## config.mk

```make
export PLATFORM = sky130hd
export DESIGN_NAME = hazard_controller
export DESIGN_NICKNAME = d
export VERILOG_FILES = /design/src/rtl/hazard_controller.sv
export SDC_FILE = /design/constraint.sdc
export NUM_CORES = 1
export LEC_CHECK = 0
export BUFFER_PORTS_ARGS = -buffer_cell sky130_fd_sc_hd__buf_4
export CELL_PAD_IN_SITES_DETAIL_PLACEMENT = 0
export CELL_PAD_IN_SITES_GLOBAL_PLACEMENT = 1
export CORE_MARGIN = 3
export CORE_UTILIZATION = 37
export CTS_CLUSTER_SIZE = 30
export DETAILED_ROUTE_END_ITERATION = 10
export GPL_ROUTABILITY_DRIVEN = 1
export PLACE_DENSITY = 0.89
export SLEW_MARGIN = 20
export SYNTH_ARGS = -nofsm -noshare
export SYNTH_HDL_FRONTEND = slang
export SYNTH_SLANG_ARGS = --single-unit
```

## constraint.sdc

```tcl
create_clock -name clk -period 2.3 [get_ports clk]
set_input_delay 0.46 -clock clk [delete_from_list [all_inputs] [get_ports clk]]
set_output_delay 0.46 -clock clk [all_outputs]
set_load 0.005 [all_outputs]
```

## src/rtl/hazard_controller.sv

```systemverilog
// Pipeline hazard controller for the 5-stage RV32 core.
// Handles load-use stalls, branch flushes, MUL/DIV sequencing, stall statistics and the timeout flag.
module hazard_controller #(
    parameter int ADDR_W     = 5,
    parameter int MD_TIMEOUT = 64,
    parameter int CNT_W      = 16
) (
    input  logic              clk,
    input  logic              rst_n,
    input  logic [ADDR_W-1:0] rs1_IFID,
    input  logic [ADDR_W-1:0] rs2_IFID,
    input  logic              uses_rs2_IFID,
    input  logic [ADDR_W-1:0] rd_IDEX,
    input  logic              MemRead_IDEX,
    input  logic              branch_taken_EX,
    input  logic              md_req_IDEX,
    input  logic              md_done,
    output logic              stall_PC,
    output logic              stall_IFID,
    output logic              flush_IFID,
    output logic              bubble_IDEX,
    output logic              stall_IDEX,
    output logic              bubble_EXMEM,
    output logic              md_start,
    output logic              md_busy,
    output logic              md_timeout,
    output logic [CNT_W-1:0]  stall_cycles
);

    localparam int MDC_W = (MD_TIMEOUT > 2) ? $clog2(MD_TIMEOUT) : 1;
    localparam logic [MDC_W-1:0] MD_LAST = MDC_W'(MD_TIMEOUT - 1);

    typedef enum logic [0:0] {
        ST_RUN     = 1'b0,
        ST_MD_WAIT = 1'b1
    } state_t;

    state_t             r_state;
    logic [MDC_W-1:0]   r_md_cnt;
    logic               r_md_timeout;
    logic [CNT_W-1:0]   r_stall_cycles;

    logic w_load_use;
    logic w_md_expired;
    logic w_md_hold;

    assign w_load_use = MemRead_IDEX && (rd_IDEX != '0) &&
                        ((rd_IDEX == rs1_IFID) || (uses_rs2_IFID && (rd_IDEX == rs2_IFID)));

    assign w_md_expired = (r_md_cnt == MD_LAST);

    // The front of the pipe stays frozen until the unit answers or the wait budget runs out.
    assign w_md_hold = !md_done && !w_md_expired;

    // NOTE: every output gets a default before the case so no path leaves it unassigned (no latches).
    always_comb begin
        stall_PC     = 1'b0;
        stall_IFID   = 1'b0;
        flush_IFID   = 1'b0;
        bubble_IDEX  = 1'b0;
        stall_IDEX   = 1'b0;
        bubble_EXMEM = 1'b0;
        md_start     = 1'b0;
        md_busy      = 1'b0;
        if (rst_n) begin
            case (r_state)
                ST_RUN: begin
                    if (branch_taken_EX) begin
                        flush_IFID  = 1'b1;
                        bubble_IDEX = 1'b1;
                    end else if (md_req_IDEX) begin
                        md_start     = 1'b1;
                        stall_PC     = 1'b1;
                        stall_IFID   = 1'b1;
                        stall_IDEX   = 1'b1;
                        bubble_EXMEM = 1'b1;
                    end else if (w_load_use) begin
                        stall_PC    = 1'b1;
                        stall_IFID  = 1'b1;
                        bubble_IDEX = 1'b1;
                    end
                end
                ST_MD_WAIT: begin
                    md_busy = 1'b1;
                    if (w_md_hold) begin
                        stall_PC     = 1'b1;
                        stall_IFID   = 1'b1;
                        stall_IDEX   = 1'b1;
                        bubble_EXMEM = 1'b1;
                    end
                end
                default: ;
            endcase
        end
    end

    // NOTE: sequential state uses non-blocking assignments so all flops update from pre-edge values.
    always_ff @(posedge clk or negedge rst_n) begin
        if (!rst_n) begin
            r_state        <= ST_RUN;
            r_md_cnt       <= '0;
            r_md_timeout   <= 1'b0;
            r_stall_cycles <= '0;
        end else begin
            if (stall_PC && (r_stall_cycles != '1)) begin
                r_stall_cycles <= r_stall_cycles + 1'b1;
            end
            case (r_state)
                ST_RUN: begin
                    if (!branch_taken_EX && md_req_IDEX) begin
                        r_state  <= ST_MD_WAIT;
                        r_md_cnt <= '0;
                    end
                end
                ST_MD_WAIT: begin
                    r_md_cnt <= r_md_cnt + 1'b1;
                    if (md_done) begin
                        r_state <= ST_RUN;
                    end else if (w_md_expired) begin
                        r_state      <= ST_RUN;
                        r_md_timeout <= 1'b1;
                    end
                end
                default: r_state <= ST_RUN;
            endcase
        end
    end

    assign md_timeout   = r_md_timeout;
    assign stall_cycles = r_stall_cycles;

endmodule
```

### Word-level counts from Yosys, hierarchy flattened

Cells that the tools add are included.

* $add $sub $neg: 2
* reductions and logical operators: 12
* bitwise logic cells: 2
* mux-type cells: 27
* equal/unequal tests: 5

Operators with widths (count)
* 1-bit two-way mux: 22
* 16-bit by 1-bit adder with 16-bit output (second input constant): 1
* 16-bit inequality test (second input constant): 1
* 6-bit case mux with 2 select lines: 1
* 5-bit == test: 2
* 6-bit by 1-bit adder with 6-bit output (second input constant): 1
* 6-bit == test (second input constant): 1
* 1-bit logical AND: 6
* 6-bit two-way mux: 1
* 1-bit case mux with 2 select lines: 3
* 5-bit nonzero test: 1
* 1-bit logical NOT: 3
* 3-bit AND reduction: 1
* 2-bit inequality test (second input constant): 1
* 1-bit NOT: 2
* 1-bit logical OR: 1

* word-level logic and storage cells: 52
* register bits after elaboration: 24

### Longest topological paths before layout

Gate-level depths: netlist of the first run.

* depth in word-level cells: 10
* depth in mapped cells: 8
* mapped depth without buffers: 7

### Least setup slack after synthesis of the first run

No wires, ideal clock.

* path kind: input -> output
* start: in rd_IDEX[1]
* end: out stall_PC
* slack: 249 ps
* stages on the path: 5
* path buffers: 2
* data required time: 1840 ps
* arrival: 1591 ps
* path through: or4_4 > o211ai_1 > o21bai_4 > buf_6 > buf_4

* cells in the longest elaborated chain, start to end: 9

Ends and longest elaborated chain
* start, declared: RTL line 13 `input logic [ADDR_W-1:0] rd_IDEX,`
* 5-bit == test: RTL line 48 `((rd_IDEX == rs1_IFID) || (uses_rs2_IFID && (rd_IDEX == rs2_IFID)));`
* 1-bit logical AND: RTL line 48
* 1-bit logical OR: RTL line 48
* 1-bit logical AND (*): RTL line 47 `assign w_load_use = MemRead_IDEX && (rd_IDEX != '0) &&`
* 1-bit two-way mux (*) (3 in a row)
* 1-bit case mux with 2 select lines (*)
* 1-bit two-way mux (*)
* end, declared: RTL line 18 `output logic stall_PC,`

Every way passes the cells marked *; elsewhere a longest branch is shown, timed or not.

### Worst setup path after layout of the first run

* start: reg r_md_cnt[0]
* end: out stall_PC

* cells in the longest elaborated chain, start to end: 6

Ends and longest elaborated chain
* start, declared: RTL line 39 `logic [MDC_W-1:0] r_md_cnt;`
* start signal, assigned: RTL line 116 `r_md_cnt <= r_md_cnt + 1'b1;`
* 6-bit == test: RTL line 50 `assign w_md_expired = (r_md_cnt == MD_LAST);`
* 1-bit logical NOT: RTL line 53 `assign w_md_hold = !md_done && !w_md_expired;`
* 1-bit logical AND: RTL line 53
* 1-bit two-way mux: RTL line 85 `if (w_md_hold) begin`
* 1-bit case mux with 2 select lines: RTL line 66 `case (r_state)`
* 1-bit two-way mux: RTL line 65 `if (rst_n) begin`

Every way passes these cells.

==> results of run 1 <==
[per-layer routing]
metal | vias up | GRT usage [%] | wire [um]
li1 | 584 | - | -
met1 | 576 | 19.2 | 1420
met2 | 44 | 26.1 | 1580
met3 | 7 | 3.49 | 248
met4 | 0 | 3.80 | 61
met5 | - | 0 | 0
[Yosys cell counts, drive strengths merged, types with 2 or more instances]
| cell | n | area share [%] |
|---|---|---|
| nand4 | 7 | 3.2 |
| nor3b | 4 | 2.2 |
| mux2 | 3 | 2.7 |
| dfrtp | 24 | 43 |
| nor3 | 3 | 1.1 |
| buf | 3 | 1.9 |
| and3 | 6 | 2.7 |
| o21bai | 2 | 1.9 |
| nand3 | 9 | 3.2 |
| inv | 4 | 1.1 |
| nand2 | 9 | 3.0 |
| and2 | 2 | 0.90 |
| a21oi | 5 | 1.8 |
| nor2 | 5 | 1.4 |
| a22o | 3 | 1.9 |
| xnor2 | 16 | 10 |
| o21ai | 5 | 2.1 |
| ha | 2 | 1.8 |
| xor2 | 10 | 6.3 |
[path summary, 6_finish.rpt]
kind | from | endpoint | slack (ns) | cells after the start
max in group asynchronous | rst_n | r_md_cnt[5]$_DFFE_PN0P_ | 1.57 | 2
worst min-delay path | rst_n | stall_cycles[14]$_DFFE_PN0P_ | 0.21 | 2
worst max-delay path | r_md_cnt[0]$_DFFE_PN0P_ | stall_PC | 0.06 | 6
worst min register to register | md_timeout$_DFFE_PN0P_ | md_timeout$_DFFE_PN0P_ | 0.49 | 1
min in group clk | md_done | md_timeout$_DFFE_PN0P_ | 0.39 | 2
worst max register to register | r_md_cnt[0]$_DFFE_PN0P_ | stall_cycles[1]$_DFFE_PN0P_ | 0.29 | 8
[flip-flops by register name, indices dropped and copies added (netlist names)]
| signal | count |
|---|---|
| r_md_cnt | 6 |
| md_timeout | 1 |
| r_state | 1 |
| stall_cycles | 16 |
[critical path: cells and delay by family (launching register included)]
family                     cells  cell delay (ns)
DFF                            1             0.41
adders and majority gates      1             0.17
and+or+nand+nor                3             0.58
buffers and inverters          1             0.15
AOI/OAI and AO/OA              1             0.20
[through the flow]
step / area [sq um] / power [uW] / setup TNS [ns]
floorplan: 1390 / 841 / 0
global placement: 1800 / 1040 / 0
detailed placement: 1800 / 1060 / 0
CTS: 1880 / 1320 / 0
global route: 1900 / 1460 / -0.0230
finish: 1900 / 1350 / 0
[what timing repair did]
action	CTS	global route
endpoints found under the hold margin	3	0
endpoints found under the setup margin	2	3
pin swaps	0	7
setup buffers	2	1
gates resized for setup	2	3
hold buffers	1	0
[layout make-up]
class / instances / area (sq um)
Clock buffer: 3 / 41.3
Fill cell: 329 / 1560
Inverter: 4 / 15.0
Multi-Input combinational cell: 101 / 767
Sequential cell: 24 / 601
Tap cell: 46 / 57.6
Timing Repair Buffer: 56 / 423
[kinds of logic (layout without fill, tap and decap cells)]
group                    after synthesis  in the layout
AO/OA/AOI/OAI                         19             19
multiplexers                           4              4
XOR/XNOR                              26             26
buffers and inverters                  8             63
flip-flops                            24             24
adder cells (fa/ha/maj)                2              2
AND/OR/NAND/NOR                       50             50
[where the power goes]
group | total [uW] | switching (uW) | leakage, uW | internal (uW)
sequential | 615 | 109 | 0.000316 | 507
combinational | 502 | 203 | 0.000551 | 299
clock | 236 | 120 | 0.0000216 | 117
==> out/qor.yml, run 1 <==
sta:
  worst_slack_ns: 0.0603
  holdWs_ns: 0.211
  hold_violations: 0
  slew_viol_final: 0
  slew_headroom_pct: 76.2
  timing.fmax_mhz: 446
  worst_clock_skew_ns: 0.00349
  tightestPinTransition_ns: 0.357
  period_minus_slack_ns: 2.24
  period_share_pct: 97.4
  setup_viol: 0
clock_tree:
  cts_max_level: 1
  tritoncts: "done"
  cts-root-buf: "clkbuf_8"
  clk_latency_ns: 0.26
  cts_buffers: 3
  numClockSinks: 24
  clkSlewWorstSetupHoldPaths_ns: 0.08
  clk_path_buf_depth: 2
placement:
  dp_cells: 227
  numPortBuffers: 46
  dp_slack_ns: 0.0502
  gp_congestion: 0.803
  place_hpwl_um: 2560
route:
  drc: 0
  ant_nets: 0
  avgRoutedWirePerCell_um: 14.1
  drt-pass1-iter-count: 4
  vias_per_cell: 5.18
  initialDrtViolationCount: 77
  vias: 1211
  wirelength_um: 3310
synthesis:
  synth-simple-area-share_pct: 21.2
  synth-async-reset-ratio_pct: 100
  synth.avg_cell_area_sq_um: 10.4
  yosysWarnings: 0
  synth_seq_cells: 24
  synth_compound_area_share_pct: 10.6
  synthCells: 133
  synth.area.mux_share_pct: 3.43
  yosysSeqAreaShare_pct: 43.3
  ys_types: 35
  synth_fp_nets: 157
  yosys.area_share.xor_xnor_pct: 16.4
  synth_edf_count: 0
  syn_area_sq_mm: 0.00139
  synth_ff_type: "dfrtp_1"
  synth_fa_ha_area_share_pct: 1.81
  synth_top_family_by_area: "simple AND/OR/NAND/NOR gates"
layout:
  finalNetCount: 214
  area_delta_synth_final_pct: 37.4
  finalNonFillerCells: 234
  mostFrequentLayoutCell: "buf_4"
  final_cell_mix: "buf_4 (55), dfrtp_1 (24), xnor2_1 (16), xor2_1 (10), nand3_1 (9)"
  num_antenna_cells: 0
  final_core_util_pct: 54.9
  drive_gt1_share_pct: 38.8
power_and_ir_drop:
  ir_worst_vdd_mv: 0.503
  pwr_density_cell_mw_per_mm2: 711
  p_leak_uw: 0.000889
global_route:
  grt_pass1_vias: 1163
  grt_pass1_wl_um: 5330
  grt.total_usage_pct: 15.2
  antenna_found_initial: 0
  grt_overflow: 0
  grt_max_degree: 23
critical_path:
  critPathKind: "reg -> out"
  slowest_stage: "dfrtp_1"
  endpoint_kind: "output pin"
  critPathArrivalTime_ns: 1.78
  slowest_delay_ns: 0.41
  crit_chain: "ha_4, nand3_1, or2_2, and4b_4, o21bai_4, buf_4"
  cp-start-kind: "flip-flop"
  critPathRequiredTime_ns: 1.84
  path_max_fanout: 5
floorplanning:
  core_sq_mm: 0.00347
  fp.dieH_um: 67.2
  fp-row-count: 21
  die_w_um: 67.2
  dieArea_sq_mm: 0.00452
  pin_count: 47
  initial_utilization_pct: 40.0
status:
  status: "complete, no violations"
worst_hold_path:
  hold_path.class: "in -> async"
flow_run:
  cap_viol_max_count: 0
Note: power is estimated with default switching activity, not from simulation.
==> run 2: changes to the inputs <==
--- a/config.mk
+++ b/config.mk
@@ -10,10 +10,11 @@
 export CELL_PAD_IN_SITES_GLOBAL_PLACEMENT = 1
 export CORE_MARGIN = 3
 export CORE_UTILIZATION = 37
+export CTS_CLUSTER_DIAMETER = 60
 export CTS_CLUSTER_SIZE = 30
 export DETAILED_ROUTE_END_ITERATION = 10
 export GPL_ROUTABILITY_DRIVEN = 1
-export PLACE_DENSITY = 0.89
+export PLACE_DENSITY = 0.81
 export SLEW_MARGIN = 20
 export SYNTH_ARGS = -nofsm -noshare
 export SYNTH_HDL_FRONTEND = slang
==> constraint.sdc (replaced) <==
create_clock -name clk -period 2.3 [get_ports clk]
set_input_delay 0.46 -clock clk [delete_from_list [all_inputs] [get_ports clk]]
set_output_delay 0.46 -clock clk [all_outputs]
set_load 0.02 [all_outputs]
==> out/qor.yml, run 2 (synthesized netlist as in run 1, its figures left out) <==
critical_path:
  endpoint_kind: "output pin"  # unchanged
  cpMostUsedCell: "buf_4"
  cp.depth: 8  # was 6
  critPathRequiredTime_ns: 1.84  # about the same
  path_max_fanout: 2  # was 5
  r2r_slack_ns: 0.37  # was 0.29 ns
  cp_num_buf_inv: 2  # was 1
  r2r_cells: 8  # unchanged
  crit_family: "simple AND/OR/NAND/NOR gates"  # unchanged
  crit_path_start: "rs2_IFID[3]"  # was r_md_cnt[0]$_DFFE_PN0P_
  critPathArrivalTime_ns: 1.74  # was 1.78 ns
  slowest_stage: "nor4_2"  # was dfrtp_1
  crit_chain: "buf_4, xor2_1, nor4_2, a32oi_1, nor3_1, nor2_1, nor3b_2, buf_4"  # was ha_4, nand3_1, or2_2, and4b_4, o21bai_4, buf_4
  timing.rr.start: "r_md_cnt[1]$_DFFE_PN0P_"  # was r_md_cnt[0]$_DFFE_PN0P_
  cp-start-kind: "input pin"  # was flip-flop
  r2r_end: "stall_cycles[1]$_DFFE_PN0P_"  # unchanged
  critPathKind: "in -> out"  # was reg -> out
  slowest_delay_ns: 0.26  # was 0.41 ns
layout:
  num_antenna_cells: 0  # unchanged
  design_area_sq_mm: 0.00191  # was 0.00190 sq mm
  drive_gt1_share_pct: 38.6  # was 38.8%
  finalNetCount: 215  # was 214
  fillCellCount: 331  # was 329
  largest_reg_flops: 16  # unchanged
  final_cell_mix: "buf_4 (56), dfrtp_1 (24), xnor2_1 (16), xor2_1 (10), nand3_1 (9)"  # was buf_4 (55), dfrtp_1 (24), xnor2_1 (16), xor2_1 (10), nand3_1 (9)
  mostFrequentLayoutCell: "buf_4"  # unchanged
  area_delta_synth_final_pct: 37.9  # was 37.4%
route:
  drt-pass1-iter-count: 4  # unchanged
  vias: 1193  # was 1211
  avgRoutedWirePerCell_um: 13.9  # was 14.1 um
  ant_nets: 0  # unchanged
  initialDrtViolationCount: 39  # was 77
  vias_per_cell: 5.08  # was 5.18
  wirelength_um: 3270  # was 3310 um
  drc: 0  # unchanged
placement:
  gp_congestion: 0.786  # was 0.803
  place_hpwl_um: 2500  # was 2560 um
  numPortBuffers: 46  # unchanged
  placed_cell_area_sq_mm: 0.00181  # was 0.00180 sq mm
power_and_ir_drop:
  ir_worst_vdd_mv: 0.598  # was 0.503 mV
  clkPwrFrac_pct: 17.3  # was 17.5%
  p_leak_uw: 0.000893  # was 0.000889 uW
  seqPwrFrac_pct: 42.9  # was 45.4%
  p_comb_share_pct: 39.8  # was 37.1%
  p_sw_share_pct: 35.3  # was 31.9%
  pwr_density_cell_mw_per_mm2: 749  # was 711 mW/mm^2
  p_sw_uw: 506  # was 432 uW
  intPower_uw: 926  # was 922 uW
sta:
  period_minus_slack_ns: 2.20  # was 2.24 ns
  fin_tns_setup_ns: 0  # unchanged
  holdWs_ns: 0.188  # was 0.211 ns
  slew_headroom_pct: 77.0  # was 76.2%
  timing.fmax_mhz: 454  # was 446 MHz
  setup_viol: 0  # unchanged
  worst_clock_skew_ns: 0.00304  # was 0.00349 ns
  tightestPinTransition_ns: 0.342  # was 0.357 ns
  hold_violations: 0  # unchanged
  slew_viol_final: 0  # unchanged
  period_share_pct: 95.7  # was 97.4%
  grt_setup_unrepaired: "yes"
global_route:
  antenna_found_initial: 0  # unchanged
  grt.total_usage_pct: 16.1  # was 15.2%
  grt_max_degree: 21  # was 23
  grt_pass1_wl_um: 5530  # was 5330 um
  grt_pass1_vias: 1219  # was 1163
  grt_overflow: 0  # unchanged
floorplanning:
  core_sq_mm: 0.00347  # unchanged
  pin_count: 47  # unchanged
  die_w_um: 67.2  # unchanged
  fp.dieH_um: 67.2  # unchanged
  initial_utilization_pct: 40.0  # unchanged
  fp-row-count: 21  # unchanged
  dieArea_sq_mm: 0.00452  # unchanged
clock_tree:
  cts_max_level: 1  # unchanged
  numClockSinks: 24  # unchanged
  clk_path_buf_depth: 2  # unchanged
  cts_buffers: 3  # unchanged
  clkSlewWorstSetupHoldPaths_ns: 0.08  # about the same
  tritoncts: "done"  # unchanged
  clk_latency_ns: 0.26  # about the same
  cts-root-buf: "clkbuf_8"  # unchanged
flow_run:
  cap_viol_max_count: 0  # unchanged
status:
  status: "complete, no violations"  # unchanged
worst_hold_path:
  hold_path.class: "in -> async"  # unchanged
[run 2: changes by cell type in the layout (fill, tap and decap cells not counted), sizes merged]
cell and change:
buf +1
[run 2: worst max-delay path by stage]
| stage | endpoint | slack, ns |
|---|---|---|
| after floorplan | bubble_IDEX | 0.02 |
| after global placement | bubble_IDEX | 0.02 |
| after detailed placement | bubble_IDEX | 0.009 |
| after CTS | stall_IFID | 0.002 |
| after global routing | bubble_IDEX | -0.01 |
| final | bubble_IDEX | 0.1 |
[run 2: final cells by class]
cell class	count	area (sq um)	share of cell area (%)
Clock buffer	3	41.3	2.16
Inverter	4	15.0	0.785
Multi-Input combinational cell	101	767	40.1
Sequential cell	24	601	31.4
Tap cell	46	57.6	3.01
Timing Repair Buffer	57	430	22.5
[run 2: through the flow]
stage | total power, uW | worst slack [ns] | util [%] | cells
after floorplan | 916 | 0.0201 | - | 133
after global routing | 1530 | -0.0145 | 55.1 | 235
after detailed placement | 1140 | 0.00949 | 52.2 | 228
after CTS | 1420 | 0.00225 | 54.2 | 234
final | 1430 | 0.0981 | 55.1 | 235
after global placement | 1120 | 0.0204 | 52.2 | 228
[run 2: per-layer routing]
layer  vias to the layer above  share of wire, %  GRT usage [%]
met1                       579                42           20.1
li1                        583                 -              -
met3                         5               5.8           4.16
met5                         -                 0              0
met4                         0              0.83           3.80
met2                        26                51           27.7
[run 2: power by group through the flow]
stage          logic [uW]  clock network [uW]  registers (uW)
2_1_floorplan         258                   0             659
3_3_place_gp          500                   0             617
3_5_place_dp          516                   0             624
4_1_cts               555                 260             607
5_1_grt               625                 276             631
6_report              569                 248             615
[run 2: repair_timing]
action                                  CTS  global route
setup buffers                             2             1
resized for setup                         1             4
endpoints found under the hold margin     4             0
endpoints found under the setup margin    3             3
pin swaps                                 1             3
hold buffers                              1             0
